===== src/rtl/control_subcmd_fillarea_clip.sv =====
// rtl/control_subcmd_fillarea_clip.sv - clipped rectangle fill write engine
//
// Purpose:
//   Captures a rectangle (x1, y1, width, height) and a fill colour. It clips
//   the rectangle to the panel and then walks it row-major, issuing one
//   framebuffer byte-write per clock. Completion is reported on a held done
//   flag, which the parent releases with an ack pulse.
//
// Ports:
//   clk, reset        clock, synchronous active-high reset
//   enable            level start request, held for the whole operation
//   ack               one-cycle pulse, clears done
//   x1, y1            top-left corner of the rectangle
//   width, height     rectangle size in columns / rows
//   color             fill colour, byte k = color[k*8+:8]
//   row, column       write address
//   pixel             byte index within the pixel being written
//   data_out          write data byte
//   ram_write_enable  write strobe, one byte per asserted cycle
//   ram_access_start  pulse on the first write of an operation
//   done              held from completion until ack

module control_subcmd_fillarea_clip #(
  parameter int BYTES_PER_PIXEL = 2,
  parameter int PIXEL_WIDTH     = 64,
  parameter int PIXEL_HEIGHT    = 32,
  // Address widths leave room for the value PIXEL_WIDTH/PIXEL_HEIGHT itself,
  // so that out-of-panel coordinates and the exclusive end bound can be
  // represented.
  parameter int COL_W = $clog2(PIXEL_WIDTH + 1),
  parameter int ROW_W = $clog2(PIXEL_HEIGHT + 1),
  parameter int PIX_W = (BYTES_PER_PIXEL > 1) ? $clog2(BYTES_PER_PIXEL) : 1
) (
  input  logic                         clk,
  input  logic                         reset,
  input  logic                         enable,
  input  logic                         ack,
  input  logic [COL_W-1:0]             x1,
  input  logic [ROW_W-1:0]             y1,
  input  logic [COL_W-1:0]             width,
  input  logic [ROW_W-1:0]             height,
  input  logic [BYTES_PER_PIXEL*8-1:0] color,
  output logic [ROW_W-1:0]             row,
  output logic [COL_W-1:0]             column,
  output logic [PIX_W-1:0]             pixel,
  output logic [7:0]                   data_out,
  output logic                         ram_write_enable,
  output logic                         ram_access_start,
  output logic                         done
);

  localparam logic [2:0] S_IDLE    = 3'd0;
  localparam logic [2:0] S_CLIP    = 3'd1;
  localparam logic [2:0] S_WRITE   = 3'd2;
  localparam logic [2:0] S_DONE    = 3'd3;
  localparam logic [2:0] S_RELEASE = 3'd4;

  localparam logic [COL_W-1:0] C_COL_LIM = COL_W'(PIXEL_WIDTH);
  localparam logic [ROW_W-1:0] C_ROW_LIM = ROW_W'(PIXEL_HEIGHT);
  localparam logic [PIX_W-1:0] C_PIX_TOP = PIX_W'(BYTES_PER_PIXEL - 1);

  logic [2:0]                   r_state;

  // Command captured on the IDLE->CLIP edge
  logic [COL_W-1:0]             r_x1;
  logic [ROW_W-1:0]             r_y1;
  logic [COL_W-1:0]             r_width;
  logic [ROW_W-1:0]             r_height;
  logic [BYTES_PER_PIXEL*8-1:0] r_color;

  // Clipped exclusive end bounds
  logic [COL_W-1:0]             r_x_end;
  logic [ROW_W-1:0]             r_y_end;

  // Walk cursor: the next byte to be written
  logic [ROW_W-1:0]             r_cur_row;
  logic [COL_W-1:0]             r_cur_col;
  logic [PIX_W-1:0]             r_cur_pix;
  logic                         r_first;

  // Registered outputs
  logic [ROW_W-1:0]             r_row;
  logic [COL_W-1:0]             r_column;
  logic [PIX_W-1:0]             r_pixel;
  logic [7:0]                   r_data;
  logic                         r_we;
  logic                         r_start;
  logic                         r_done;

  logic [COL_W:0]               w_x_sum;
  logic [ROW_W:0]               w_y_sum;
  logic [COL_W-1:0]             w_x_end;
  logic [ROW_W-1:0]             w_y_end;
  logic                         w_empty;
  logic [7:0]                   w_byte;
  logic [COL_W-1:0]             w_col_inc;
  logic [ROW_W-1:0]             w_row_inc;
  logic                         w_row_wrap;
  logic                         w_last;

  // Clip: sums carry one extra bit so a rectangle running past the panel
  // edge saturates at the edge instead of wrapping back into range.
  always_comb begin
    w_x_sum = {1'b0, r_x1} + {1'b0, r_width};
    w_y_sum = {1'b0, r_y1} + {1'b0, r_height};
    w_x_end = (w_x_sum > {1'b0, C_COL_LIM}) ? C_COL_LIM : w_x_sum[COL_W-1:0];
    w_y_end = (w_y_sum > {1'b0, C_ROW_LIM}) ? C_ROW_LIM : w_y_sum[ROW_W-1:0];
    w_empty = (r_width == '0) || (r_height == '0) ||
              (r_x1 >= C_COL_LIM) || (r_y1 >= C_ROW_LIM);
  end

  // Colour byte selected by the cursor's byte index
  always_comb begin
    w_byte = 8'h00;
    for (int k = 0; k < BYTES_PER_PIXEL; k++) begin
      if (r_cur_pix == PIX_W'(k)) begin
        w_byte = r_color[k*8 +: 8];
      end
    end
  end

  // Cursor stepping. The cursor never exceeds PIXEL_WIDTH-1 / PIXEL_HEIGHT-1
  // while writing, so the increments cannot overflow the address widths.
  always_comb begin
    w_col_inc  = r_cur_col + 1'b1;
    w_row_inc  = r_cur_row + 1'b1;
    w_row_wrap = (r_cur_pix == '0) && (w_col_inc == r_x_end);
    w_last     = w_row_wrap && (w_row_inc == r_y_end);
  end

  always_ff @(posedge clk) begin
    if (reset) begin
      r_state   <= S_IDLE;
      r_x1      <= '0;
      r_y1      <= '0;
      r_width   <= '0;
      r_height  <= '0;
      r_color   <= '0;
      r_x_end   <= '0;
      r_y_end   <= '0;
      r_cur_row <= '0;
      r_cur_col <= '0;
      r_cur_pix <= '0;
      r_first   <= 1'b0;
      r_row     <= '0;
      r_column  <= '0;
      r_pixel   <= '0;
      r_data    <= '0;
      r_we      <= 1'b0;
      r_start   <= 1'b0;
      r_done    <= 1'b0;
    end else begin
      // Outputs fall back to the idle values unless a state drives them.
      r_row    <= '0;
      r_column <= '0;
      r_pixel  <= '0;
      r_data   <= '0;
      r_we     <= 1'b0;
      r_start  <= 1'b0;
      r_done   <= 1'b0;

      case (r_state)
        S_IDLE: begin
          if (enable) begin
            r_x1     <= x1;
            r_y1     <= y1;
            r_width  <= width;
            r_height <= height;
            r_color  <= color;
            r_state  <= S_CLIP;
          end
        end

        S_CLIP: begin
          if (!enable) begin
            r_state <= S_IDLE;
          end else begin
            r_x_end   <= w_x_end;
            r_y_end   <= w_y_end;
            r_cur_row <= r_y1;
            r_cur_col <= r_x1;
            r_cur_pix <= C_PIX_TOP;
            r_first   <= 1'b1;
            r_state   <= w_empty ? S_DONE : S_WRITE;
          end
        end

        S_WRITE: begin
          if (!enable) begin
            r_state <= S_IDLE;
          end else begin
            r_row    <= r_cur_row;
            r_column <= r_cur_col;
            r_pixel  <= r_cur_pix;
            r_data   <= w_byte;
            r_we     <= 1'b1;
            r_start  <= r_first;
            r_first  <= 1'b0;
            if (w_last) begin
              r_state <= S_DONE;
            end else if (r_cur_pix != '0) begin
              r_cur_pix <= r_cur_pix - 1'b1;
            end else if (w_row_wrap) begin
              r_cur_pix <= C_PIX_TOP;
              r_cur_col <= r_x1;
              r_cur_row <= w_row_inc;
            end else begin
              r_cur_pix <= C_PIX_TOP;
              r_cur_col <= w_col_inc;
            end
          end
        end

        S_DONE: begin
          // done holds until ack; enable alone does not leave this state.
          if (ack) begin
            r_state <= S_RELEASE;
          end else begin
            r_done <= 1'b1;
          end
        end

        S_RELEASE: begin
          // Waiting for enable to fall keeps a held enable from retriggering.
          if (!enable) begin
            r_state <= S_IDLE;
          end
        end

        default: r_state <= S_IDLE;
      endcase
    end
  end

  assign row              = r_row;
  assign column           = r_column;
  assign pixel            = r_pixel;
  assign data_out         = r_data;
  assign ram_write_enable = r_we;
  assign ram_access_start = r_start;
  assign done             = r_done;

endmodule


===== config.mk =====
export PLATFORM = sky130hd
export DESIGN_NAME = control_subcmd_fillarea_clip
export DESIGN_NICKNAME = d
export VERILOG_FILES = /design/src/rtl/control_subcmd_fillarea_clip.sv
export SDC_FILE = /design/constraint.sdc
export NUM_CORES = 1
export LEC_CHECK = 0
export CORE_UTILIZATION = 54
export CTS_CLUSTER_SIZE = 40
export DETAILED_ROUTE_END_ITERATION = 8
export GPL_ROUTABILITY_DRIVEN = 0
export PLACE_DENSITY = 0.77
export SETUP_SLACK_MARGIN = 0.15
export SYNTH_ARGS = -nofsm -noshare
export SYNTH_HDL_FRONTEND = slang
export SYNTH_SLANG_ARGS = --single-unit

===== constraint.sdc =====
create_clock -name clk -period 2.6 [get_ports clk]
set_input_delay 0.52 -clock clk [delete_from_list [all_inputs] [get_ports clk]]
set_output_delay 0.52 -clock clk [all_outputs]
set_load 0.02 [all_outputs]

# Word-level counts from Yosys, hierarchy flattened
# Cells that the tools add are included.
[op_classes] addsub=5 multipliers=0 div_mod_pow=0 n_lt_le_gt_ge=4 eq_ne=15 shift=0 muxes=32 bitwise_logic=4 reduce_logical=19
[op_table] operator="7-bit two-way mux" count=6
[op_table] operator="6-bit two-way mux" count=6
[op_table] operator="2-bit inequality test (second input constant)" count=8
[op_table] operator="3-bit two-way mux" count=5
[op_table] operator="3-bit case mux with 5 select lines" count=1
[op_table] operator="7-bit case mux with 2 select lines" count=1
[op_table] operator="6-bit case mux with 2 select lines" count=1
[op_table] operator="7-bit by 7-bit adder with 8-bit output" count=1
[op_table] operator="8-bit by 7-bit > comparator with 1-bit output (second input constant)" count=1
[op_table] operator="1-bit two-way mux" count=8
[op_table] operator="8-bit two-way mux" count=1
[op_table] operator="4-bit AND reduction" count=2
[op_table] operator="6-bit by 6-bit adder with 7-bit output" count=1
[op_table] operator="7-bit by 1-bit adder with 7-bit output (second input constant)" count=1
[op_table] operator="7-bit equality test" count=1
[op_table] operator="7-bit greater-or-equal comparator (second input constant)" count=1
[op_table] operator="7-bit by 6-bit > comparator with 1-bit output (second input constant)" count=1
[op_table] operator="7-bit logical NOT" count=1
[op_table] operator="6-bit by 1-bit adder with 6-bit output (second input constant)" count=1
[op_table] operator="3-bit by 2-bit equality test with 1-bit output (second input constant)" count=2
[op_table] operator="6-bit equality test" count=1
[op_table] operator="6-bit greater-or-equal comparator (second input constant)" count=1
[op_table] operator="6-bit logical NOT" count=1
[op_table] operator="6-bit AND reduction" count=1
[op_table] operator="other kinds (16)" count=25
[totals] regBits=98 latchBits=0 ramBits=0 mem_bits_ro=0 output_inout_bits=25 wordCells=98 memories=0

# Longest topological paths before layout
# Gate-level depths: netlist (run 1).
[logic_depth] depth_word=8 mapped_depth=10 mapped_depth_nobuf=9

# Worst setup path before layout (run 1)
# OpenSTA, ideal clock, no wires.
[synth_timing] path_type="register -> register" startpoint="register r_cur_col[1]" endpoint="register r_cur_col[1]" setup_ns=0.128 arrival_ns=2.230 required_time_ns=2.472 setup_slack_ns=0.243 stages_incl_launch_ff=11 path_buffers=2 period_less_slack_ns=2.357 cell_sequence="dfxtp_1 ha_1 xor2_1 a311o_1 a311oi_1 and3_1 buf_4 a41o_2 buf_6 mux2i_1 nor2_1"
[synth_between] elab_chain_cells=8
[synth_lines] item="start: declaration" line="77" source="logic [COL_W-1:0] r_cur_col;"
[synth_lines] item="start signal: assignment" line="181" source="r_cur_col <= r_x1;"
[synth_lines] item="start signal: assignment" line="205" source="r_cur_col <= r_x1;"
[synth_lines] item="start signal: assignment" line="209" source="r_cur_col <= w_col_inc;"
[synth_lines] item="7-bit by 1-bit adder with 7-bit output (*)" line="125" source="w_col_inc = r_cur_col + 1'b1;"
[synth_lines] item="7-bit equality test" line="127" source="w_row_wrap = (r_cur_pix == '0) && (w_col_inc == r_x_end);"
[synth_lines] item="1-bit logical AND" line="127"
[synth_lines] item="7-bit two-way mux" line="203" source="end else if (w_row_wrap) begin"
[synth_lines] item="7-bit two-way mux" line="201" source="end else if (r_cur_pix != '0) begin"
[synth_lines] item="7-bit two-way mux" line="199" source="if (w_last) begin"
[synth_lines] item="7-bit two-way mux" line="189" source="if (!enable) begin"
[synth_lines] item="7-bit case mux with 2 select lines" line="162" source="case (r_state)"
# Every way passes the cells marked *; elsewhere a longest branch is shown, timed or not. The select of a mux whose other input is x is not followed.
# A chain may end at the register's enable or synchronous reset.

# Worst setup path after layout (run 1)
[layout_timing] startpoint="register r_cur_col[1]" endpoint="register r_cur_col[5]"
# The elaborated chain is that of the path after synthesis.

==> results.json, run 1 <==
{
  "cp.arrival_ns": 2.68,
  "grt_overflow": 0,
  "crit_fanout": 8,
  "root_buffer": "clkbuf_8",
  "required_ns": 2.88,
  "synth_edf_count": 0,
  "yosysSeqAreaShare_pct": 43.4,
  "layout.nets": 658,
  "grt_start_max_net_pins": 43,
  "antenna_found_initial": 0,
  "drive_gt1_share_pct": 10.5,
  "power.switching_w": 0.000977,
  "synth_seq_cells": 98,
  "die_area_mm2": 0.00874,
  "criticalPathCategory": "reg -> reg",
  "cts_hold_buf": 0,
  "end_kind": "flop",
  "period_share_pct": 92.2,
  "relSlewSlack_pct": 64.5,
  "final-setup-viol-count": 0,
  "synth_area_mm2": 0.00452,
  "cts.path.max_buffers": 2,
  "path_cells": "ha_4 > xor2_1 > a311o_1 > a311oi_2 > a41oi_2 > buf_6 > mux2i_1 > or3_4 > o31ai_2",
  "antenna_cells": 0,
  "syn_inst": 527,
  "cp.buffers_inverters": 1,
  "async_flop_share_pct": 0,
  "crit_path_top_delay_cell": "dfxtp_1",
  "cpLargestDelayFamily": "compound AO/OA/AOI/OAI gates",
  "ys.flop_type": "dfxtp_1",
  "h-tree-depth": 3,
  "drt-initial-drc-count": 180,
  "cp-start-kind": "flop",
  "vias_per_cell": 5.56,
  "tritoncts": "built",
  "clk_pin_slew_ns": 0.10,
  "vias": 3922,
  "routedWlPerCell_um": 14.7,
  "synth.largest_area_cell": "dfxtp_1",
  "intPower_w": 0.00234,
  "stdcell_count": 705,
  "fmax_mhz": 417,
  "port_buffers": 70,
  "report.final.slew_viol_count": 0,
  "status": "finished, final reports clean",
  "core_area_mm2": 0.00818,
  "period_minus_slack_ns": 2.40,
  "die_h_um": 93.5,
  "dp.cells": 687,
  "cts_buffers": 9,
  "drc": 0,
  "finalSetupTns_ns": 0,
  "clk-insertion-delay-late_ns": 0.36,
  "power_density_mw_per_mm2": 584,
  "synth_nets": 590,
  "switching_share_pct": 29.5,
  "seq_power_share_pct": 50.7,
  "yosys_warnings": 0,
  "grt_pass1_vias": 3539,
  "boundaryPins": 71,
  "cts_sinks": 98,
  "slowest_delay_ns": 0.38,
  "grtUsageTotal_pct": 24.4,
  "skew_ns": 0.00994,
  "synth_top_area_share_pct": 43.4,
  "synthToLayoutAreaGrowth_pct": 25.5,
  "hold_ws_ns": 0.460,
  "finalHoldViolations": 0,
  "core.rowCount": 33,
  "synth.avg_cell_area_um2": 8.58,
  "wl_um": 10300,
  "dp_hpwl_um": 7350,
  "hold_path.class": "reg -> reg",
  "worst_pin_slew_ns": 0.527,
  "peakVddDrop_mv": 0.384,
  "cap_violations": 0,
  "comb_power_share_pct": 19.4,
  "die_w_um": 93.5,
  "first_pass_iters": 6,
  "p_leak_nw": 2.17,
  "grt_pass1_wl_um": 16900,
  "floorplan.initialDensity_pct": 55.3,
  "rsz0062_at_grt": "yes",
  "synthDistinctLibCells": 62,
  "p_clk_share_pct": 29.9,
  "ant_nets": 0,
  "synthTopCellsByArea": "dfxtp_1, nand2_1, a21oi_1, ha_1, mux2i_1"
}
==> per-stage QoR <==
step	setup WS (ns)	cell area (µm²)	total power, W	util [%]
floorplan	0.243	4520	0.00210	-
global placement	0.160	5360	0.00230	65.6
detailed placement	0.106	5360	0.00232	65.6
CTS	0.151	5570	0.00329	68.1
global route	0.116	5670	0.00349	69.4
finish	0.202	5670	0.00331	69.4
==> kinds of logic (layout without fill, tap and decap cells) <==
kind of cell,count (synthesis),count (layout),share of synthesized area (%)
compound gates,124,124,18.0
xor+xnor,24,24,4.65
mux,18,18,4.01
fa+ha+maj,17,17,5.04
flops,98,98,43.4
buf+inv,43,116,3.93
simple gates,203,203,21.0
==> cells in the final DEF, fill, tap and decap left out, drive strengths merged, types with 7 or more instances in the layout <==
master,netlist,final
a21oi,65,65
and2,14,14
buf,5,21
clkbuf,28,9
clkdlybuf4s50,0,69
dfxtp,98,98
ha,15,15
inv,10,12
mux2i,17,17
nand2,102,102
nand2b,8,8
nand3,8,8
nor2,34,34
nor3,9,9
o21ai,7,7
xnor2,17,17
xor2,7,7
==> tightest hold or removal path: stages, from the launching register on <==
cell and delay [ns]:
dfxtp_1 0.32, nand2_1 0.05, a21oi_1 0.05
==> power by group through the flow <==
stage                     registers (W)  clock network [W]  logic (W)
after detailed placement        0.00171                  0   0.000609
after floorplan                 0.00167                  0   0.000432
final                           0.00168           0.000991   0.000644
after CTS                       0.00167            0.00100   0.000615
after global routing            0.00169            0.00109   0.000714
after global placement          0.00171                  0   0.000591
==> cells in the mapped netlist (all sizes together) (6+ instances only) <==
| library cell | count |
|---|---|
| nor2 | 34 |
| xor2 | 7 |
| o21ai | 7 |
| nand2b | 8 |
| a21oi | 65 |
| nand2 | 102 |
| mux2i | 17 |
| and2 | 14 |
| ha | 15 |
| a21o | 6 |
| xnor2 | 17 |
| inv | 10 |
| nand3 | 8 |
| a32o | 6 |
| clkbuf | 28 |
| dfxtp | 98 |
| nor3 | 9 |
==> cell type report <==
cell class                      instances  area [µm²]
Inverter                               10        37.5
Tap cell                              105         131
Sequential cell                        98        1960
Fill cell                             651        2500
Clock buffer                            9         124
Clock inverter                          7        76.3
Multi-Input combinational cell        386        2480
Timing Repair Buffer                   90         862
==> routing by layer <==
| layer | share of wire [%] | track usage, % | wire length (µm) | vias to the layer above |
|---|---|---|---|---|
| met5 | 0 | 0 | 0 | - |
| met4 | 1.4 | 7.95 | 148 | 0 |
| met3 | 4.5 | 4.47 | 464 | 13 |
| met2 | 47 | 38.8 | 4850 | 109 |
| met1 | 47 | 33.3 | 4880 | 1834 |
| li1 | - | - | - | 1966 |
==> state kept, by name, indices dropped and copies added, names as in the netlist, 7 cells and up <==
signal,flops
r_width,7
column,7
r_cur_col,7
data_out,8
r_x1,7
r_x_end,7
r_color,16
==> repair_timing <==
item,CTS,global route
buffers inserted,0,2
pin swaps,0,3
gates cloned,0,0
endpoints found under the hold margin,0,0
setup endpoints to repair,3,21
resized for setup,1,16
==> final timing paths <==
kind	start	cells after the start	slack, ns	end
worst max-delay path	r_cur_col[1]	9	0.20	r_cur_col[5]
worst min-delay path	r_color[7]	2	0.46	r_color[7]
worst max register to register	r_cur_col[1]	9	0.20	r_cur_col[5]
worst min register to register	r_color[7]	2	0.46	r_color[7]
Note: power is estimated with default switching activity, not from simulation.
==> run 2, diff against run 1 <==
--- a/config.mk
+++ b/config.mk
@@ -5,11 +5,13 @@
 export SDC_FILE = /design/constraint.sdc
 export NUM_CORES = 1
 export LEC_CHECK = 0
-export CORE_UTILIZATION = 54
+export ABC_CLOCK_PERIOD_IN_PS = 2200
+export CORE_MARGIN = 4
+export CORE_UTILIZATION = 48
 export CTS_CLUSTER_SIZE = 40
 export DETAILED_ROUTE_END_ITERATION = 8
 export GPL_ROUTABILITY_DRIVEN = 0
-export PLACE_DENSITY = 0.77
+export PLACE_DENSITY = 0.72
 export SETUP_SLACK_MARGIN = 0.15
 export SYNTH_ARGS = -nofsm -noshare
 export SYNTH_HDL_FRONTEND = slang
==> constraint.sdc (replaced) <==
create_clock -name clk -period 2.2 [get_ports clk]
set_input_delay 0.44 -clock clk [delete_from_list [all_inputs] [get_ports clk]]
set_output_delay 0.44 -clock clk [all_outputs]
set_load 0.02 [all_outputs]
==> results.json, run 2 (synthesis gave the netlist of run 1 again) <==
{
  "status": "complete, but fails checks",
  "violations": "negative setup slack",
  "cp.buffers_inverters": 1,
  "period_share_pct": 106,
  "layout_common_cells": "nand2_1, dfxtp_1, clkdlybuf4s50_1",
  "grt_pass1_wl_um": 18900,
  "cts.path.max_buffers": 2,
  "drc": 0,
  "grt_start_max_net_pins": 46,
  "finalHoldViolations": 0,
  "vias_per_cell": 5.41,
  "power_density_mw_per_mm2": 674,
  "rsz0062_at_grt": "yes",
  "required_ns": 2.44,
  "grtUsageMet3_pct": 5.44,
  "skew_ns": 0.0172,
  "dp_worst_setup_slack_ns": -0.121,
  "end_kind": "flop",
  "p_leak_nw": 2.36,
  "setup_slack_ns": -0.140,
  "boundaryPins": 71,
  "use_met2_pct": 33.9,
  "placed_cell_area_mm2": 0.00560,
  "wl_um": 11600,
  "min_path_cells": 2,
  "cp.arrival_ns": 2.58,
  "core.rowCount": 35,
  "worst_pin_slew_ns": 0.675,
  "die_w_um": 105,
  "ant_nets": 0,
  "fmax_mhz": 427,
  "routedWlPerCell_um": 15.6,
  "period_minus_slack_ns": 2.34,
  "antenna_found_initial": 0,
  "final-setup-viol-count": 12,
  "criticalPathCategory": "reg -> reg",
  "hold_ws_ns": 0.309,
  "r2r_start": "r_cur_col[1]",
  "clk-insertion-delay-late_ns": 0.38,
  "busiest_layer": "met2",
  "grtUsageTotal_pct": 21.2,
  "grt_pass1_vias": 4001,
  "cts_sinks": 98,
  "dp_hpwl_um": 7980,
  "r2r_cells": 9,
  "hold_path.class": "in -> reg",
  "path_cells": "ha_4 > xor2_1 > a311o_1 > a311oi_2 > a41oi_2 > buf_6 > mux2_1 > mux2i_1 > nor2_1",
  "cpLargestDelayFamily": "compound AO/OA/AOI/OAI gates",
  "cap_violations": 0,
  "cp-start-kind": "flop",
  "core_area_mm2": 0.00920,
  "antenna_cells": 0,
  "grt_overflow": 0,
  "report.final.slew_viol_count": 0,
  "drt-initial-drc-count": 137,
  "peakVddDrop_mv": 0.336,
  "largest_reg_flops": 16,
  "relSlewSlack_pct": 54.9,
  "port_buffers": 70,
  "die_h_um": 105,
  "whs_endpoint": "r_cur_pix",
  "layout.nets": 688,
  "h-tree-depth": 3,
  "drive_gt1_share_pct": 19.8,
  "r2r_end": "r_cur_col[1]",
  "first_pass_iters": 4,
  "slowest_delay_ns": 0.36,
  "rrSetupSlack_ns": -0.14,
  "totalPowerFinal_w": 0.00415,
  "fin_area_mm2": 0.00616,
  "root_buffer": "clkbuf_8",
  "top_register": "r_color",
  "tritoncts": "built",
  "met1_usage_pct": 26.6,
  "synthToLayoutAreaGrowth_pct": 36.2,
  "vias": 4010,
  "crit_path_top_delay_cell": "dfxtp_4",
  "floorplan.initialDensity_pct": 49.2,
  "final_common_cell": "nand2_1",
  "clk_pin_slew_ns": 0.09,
  "crit_fanout": 5,
  "cts_buffers": 9,
  "hp-start": "reset",
  "die_area_mm2": 0.0110
}
==> run 2: worst register-to-register path: stages, from the launching register on <==
cell      delay, ns
dfxtp_4        0.36
ha_4           0.24
xor2_1         0.14
a311o_1        0.30
a311oi_2       0.27
a41oi_2        0.20
buf_6          0.18
mux2_1         0.32
mux2i_1        0.16
nor2_1         0.06
==> run 2: layout make-up <==
cell class,count,area [µm²]
inverter,10,37.5
timing repair buffer,120,1110
multi-input combinational,386,2680
fill,760,3040
clock buffer,9,124
tap,111,139
clock inverter,7,83.8
sequential,98,1980
==> run 2: repair_timing <==
action,CTS,global route
hold buffers,0,0
pin swaps,27,14
buffers inserted,8,3
gates resized for setup,34,23
endpoints found under the setup margin,27,28
==> run 2: per-stage QoR <==
step	utilization (%)	setup TNS, ns	instances
2_1_floorplan	-	0	527
3_3_place_gp	60.8	-0.0918	714
3_5_place_dp	60.8	-0.360	714
4_1_cts	65.7	-0.282	738
5_1_grt	67.0	-1.82	741
6_report	67.0	-0.484	741
==> run 2: how the worst max path moves through the flow <==
stage            startpoint           end  cells after the start
2_1_floorplan  r_cur_col[1]  r_cur_col[1]                     10
4_1_cts        r_cur_col[1]  r_cur_col[1]                      9
3_5_place_dp   r_cur_col[1]  r_cur_col[1]                      9
5_1_grt        r_cur_col[1]  r_cur_col[1]                      9
6_report       r_cur_col[1]  r_cur_col[1]                      9
3_3_place_gp         enable  r_cur_col[0]                      7
==> run 2: per-layer routing <==
metal | routed length [µm] | share of wire [%] | vias to the layer above
met3 | 804 | 6.9 | 27
li1 | - | - | 2022
met5 | 0 | 0 | -
met2 | 5400 | 47 | 135
met4 | 405 | 3.5 | 0
met1 | 4980 | 43 | 1826
==> run 2: where the power goes <==
part | switching [W] | internal (W)
Sequential | 0.0000947 | 0.00188
Clock | 0.000697 | 0.000550
Combinational | 0.000487 | 0.000446
Total | 0.00128 | 0.00287
==> run 3, diff against run 2 <==
--- a/config.mk
+++ b/config.mk
@@ -10,9 +10,9 @@
 export CORE_UTILIZATION = 48
 export CTS_CLUSTER_SIZE = 40
 export DETAILED_ROUTE_END_ITERATION = 8
-export GPL_ROUTABILITY_DRIVEN = 0
 export PLACE_DENSITY = 0.72
 export SETUP_SLACK_MARGIN = 0.15
+export SKIP_LAST_GASP = 1
 export SYNTH_ARGS = -nofsm -noshare
 export SYNTH_HDL_FRONTEND = slang
 export SYNTH_SLANG_ARGS = --single-unit
==> results.json, run 3 (synthesis gave the netlist of run 1 again) <==
{
  "cts_hold_buf": 0,
  "drt-initial-drc-count": 154,
  "vias": 3989,
  "die_area_mm2": 0.0110,
  "routedWlPerCell_um": 15.3,
  "stdcell_count": 739,
  "wl_met3_um": 564,
  "grt_start_max_net_pins": 43,
  "ant_nets": 0,
  "place_congestion": 0.851,
  "h-tree-depth": 3,
  "startpoint": "r_cur_col[1]",
  "boundaryPins": 71,
  "die_w_um": 105,
  "port_buffers": 70,
  "final_common_cell": "nand2_1",
  "grt_pass1_vias": 3867,
  "grtUsageTotal_pct": 20.1,
  "rrSetupSlack_ns": -0.04,
  "top_layer": "met4",
  "dp.cells": 712,
  "period_share_pct": 102,
  "cap_violations": 0,
  "r2r_cells": 9,
  "r2r_end": "r_cur_col[1]",
  "wl_um": 11300,
  "wl_met2_um": 5340,
  "core_area_mm2": 0.00920,
  "criticalPathCategory": "reg -> reg",
  "seq_power_share_pct": 48.5,
  "antenna_found_initial": 0,
  "vias_per_cell": 5.40,
  "crit_fanout": 8,
  "comb_power_share_pct": 21.9,
  "cts.path.max_buffers": 2,
  "largest_reg_flops": 16,
  "dp_worst_setup_slack_ns": -0.0847,
  "cp.arrival_ns": 2.48,
  "wl_met1_um": 5140,
  "synthToLayoutAreaGrowth_pct": 32.9,
  "layout_common_cells": "nand2_1, dfxtp_1, clkdlybuf4s50_1",
  "tritoncts": "built",
  "peakVddDrop_mv": 0.394,
  "dp_hpwl_um": 8040,
  "setup.worst_path.end": "r_cur_col[1]",
  "finalHoldViolations": 0,
  "drc": 0,
  "seq_area_mm2": 0.00198,
  "worst_pin_slew_ns": 0.687,
  "power_density_mw_per_mm2": 675,
  "required_ns": 2.44,
  "layout.nets": 686,
  "final-setup-viol-count": 6,
  "cp-start-kind": "flop",
  "period_minus_slack_ns": 2.24,
  "totalPowerFinal_w": 0.00406,
  "drive_gt1_share_pct": 18.2,
  "setup_slack_ns": -0.0379,
  "switching_share_pct": 30.1,
  "hold_ws_ns": 0.444,
  "hold_path.class": "in -> reg",
  "fmax_mhz": 447,
  "relSlewSlack_pct": 54.1,
  "fill_cells": 794,
  "core.rowCount": 35,
  "top_register": "r_color",
  "p_leak_nw": 2.32,
  "report.final.slew_viol_count": 0,
  "rsz0062_at_grt": "yes",
  "violations": "negative setup slack",
  "floorplan.initialDensity_pct": 49.2,
  "clk_pin_slew_ns": 0.10,
  "r2r_start": "r_cur_col[1]",
  "die_h_um": 105,
  "postLayoutCoreUtil_pct": 65.4,
  "power.switching_w": 0.00122,
  "cts_buffers": 9,
  "antenna_cells": 0,
  "skew_ns": 0.0136,
  "clk-insertion-delay-late_ns": 0.37,
  "grt_overflow": 0,
  "cts_sinks": 98,
  "multi_input_comb_area_mm2": 0.00258,
  "end_kind": "flop",
  "p_clk_share_pct": 29.6,
  "first_pass_iters": 4,
  "intPower_w": 0.00284,
  "grt_pass1_wl_um": 18100,
  "status": "complete, but fails checks",
  "root_buffer": "clkbuf_8"
}
[run 3: cell count changes in the layout (fill, tap and decap cells not counted), sizes merged]
cell	delta
clkinvlp	+2
inv	-1
clkinv	-1
buf	-2
[run 3: layout make-up]
type                            count  share of cell area, %
Sequential cell                    98                   32.9
Multi-Input combinational cell    386                   42.9
Clock buffer                        9                   2.06
Tap cell                          111                   2.31
Clock inverter                      7                   1.27
Inverter                           10                  0.624
Timing Repair Buffer              118                   18.0
[run 3: worst min-delay path by stage]
| stage | depth (start not counted) | startpoint | slack, ns | endpoint |
|---|---|---|---|---|
| 3_5_place_dp | 2 | r_color[15] | 0.45 | r_color[15] |
| 4_1_cts | 2 | reset | 0.44 | r_first |
| 3_3_place_gp | 2 | r_color[2] | 0.44 | r_color[2] |
| 5_1_grt | 2 | reset | 0.45 | r_first |
| 2_1_floorplan | 1 | r_first | 0.43 | ram_access_start |
| 6_report | 2 | reset | 0.44 | r_first |
[run 3: metal layers]
layer,up-vias,track usage (%)
li1,2020,-
met1,1850,26.1
met2,102,32.9
met3,17,4.76
met4,0,6.56
met5,-,0
[run 3: through the flow]
step	cell area, µm²	setup TNS, ns
3_3_place_gp	5580	-0.0697
4_1_cts	5920	-0.0286
3_5_place_dp	5580	-0.235
2_1_floorplan	4600	0
6_report	6010	-0.0881
5_1_grt	6010	-0.916
[run 3: worst max-delay path, stage by stage (launching register included)]
cell and delay [ns]:
dfxtp_4 0.36, ha_4 0.24, xor2_1 0.13, a311o_1 0.29
a311oi_2 0.25, and3_4 0.26, a41o_4 0.22, buf_6 0.13
mux2i_1 0.19, nor2_1 0.05
[run 3: power groups by stage]
stage	clock network, W	logic, W	registers, W
2_1_floorplan	0	0.000529	0.00198
3_3_place_gp	0	0.000774	0.00200
3_5_place_dp	0	0.000795	0.00200
4_1_cts	0.00121	0.000859	0.00196
5_1_grt	0.00129	0.000977	0.00198
6_report	0.00120	0.000890	0.00197
[run 3: repair_timing]
item / 4_1_cts / 5_1_grt
gates cloned: 0 / 0
endpoints found under the setup margin: 24 / 28
buffers inserted: 7 / 4
resized for setup: 21 / 18
pin swaps: 16 / 19
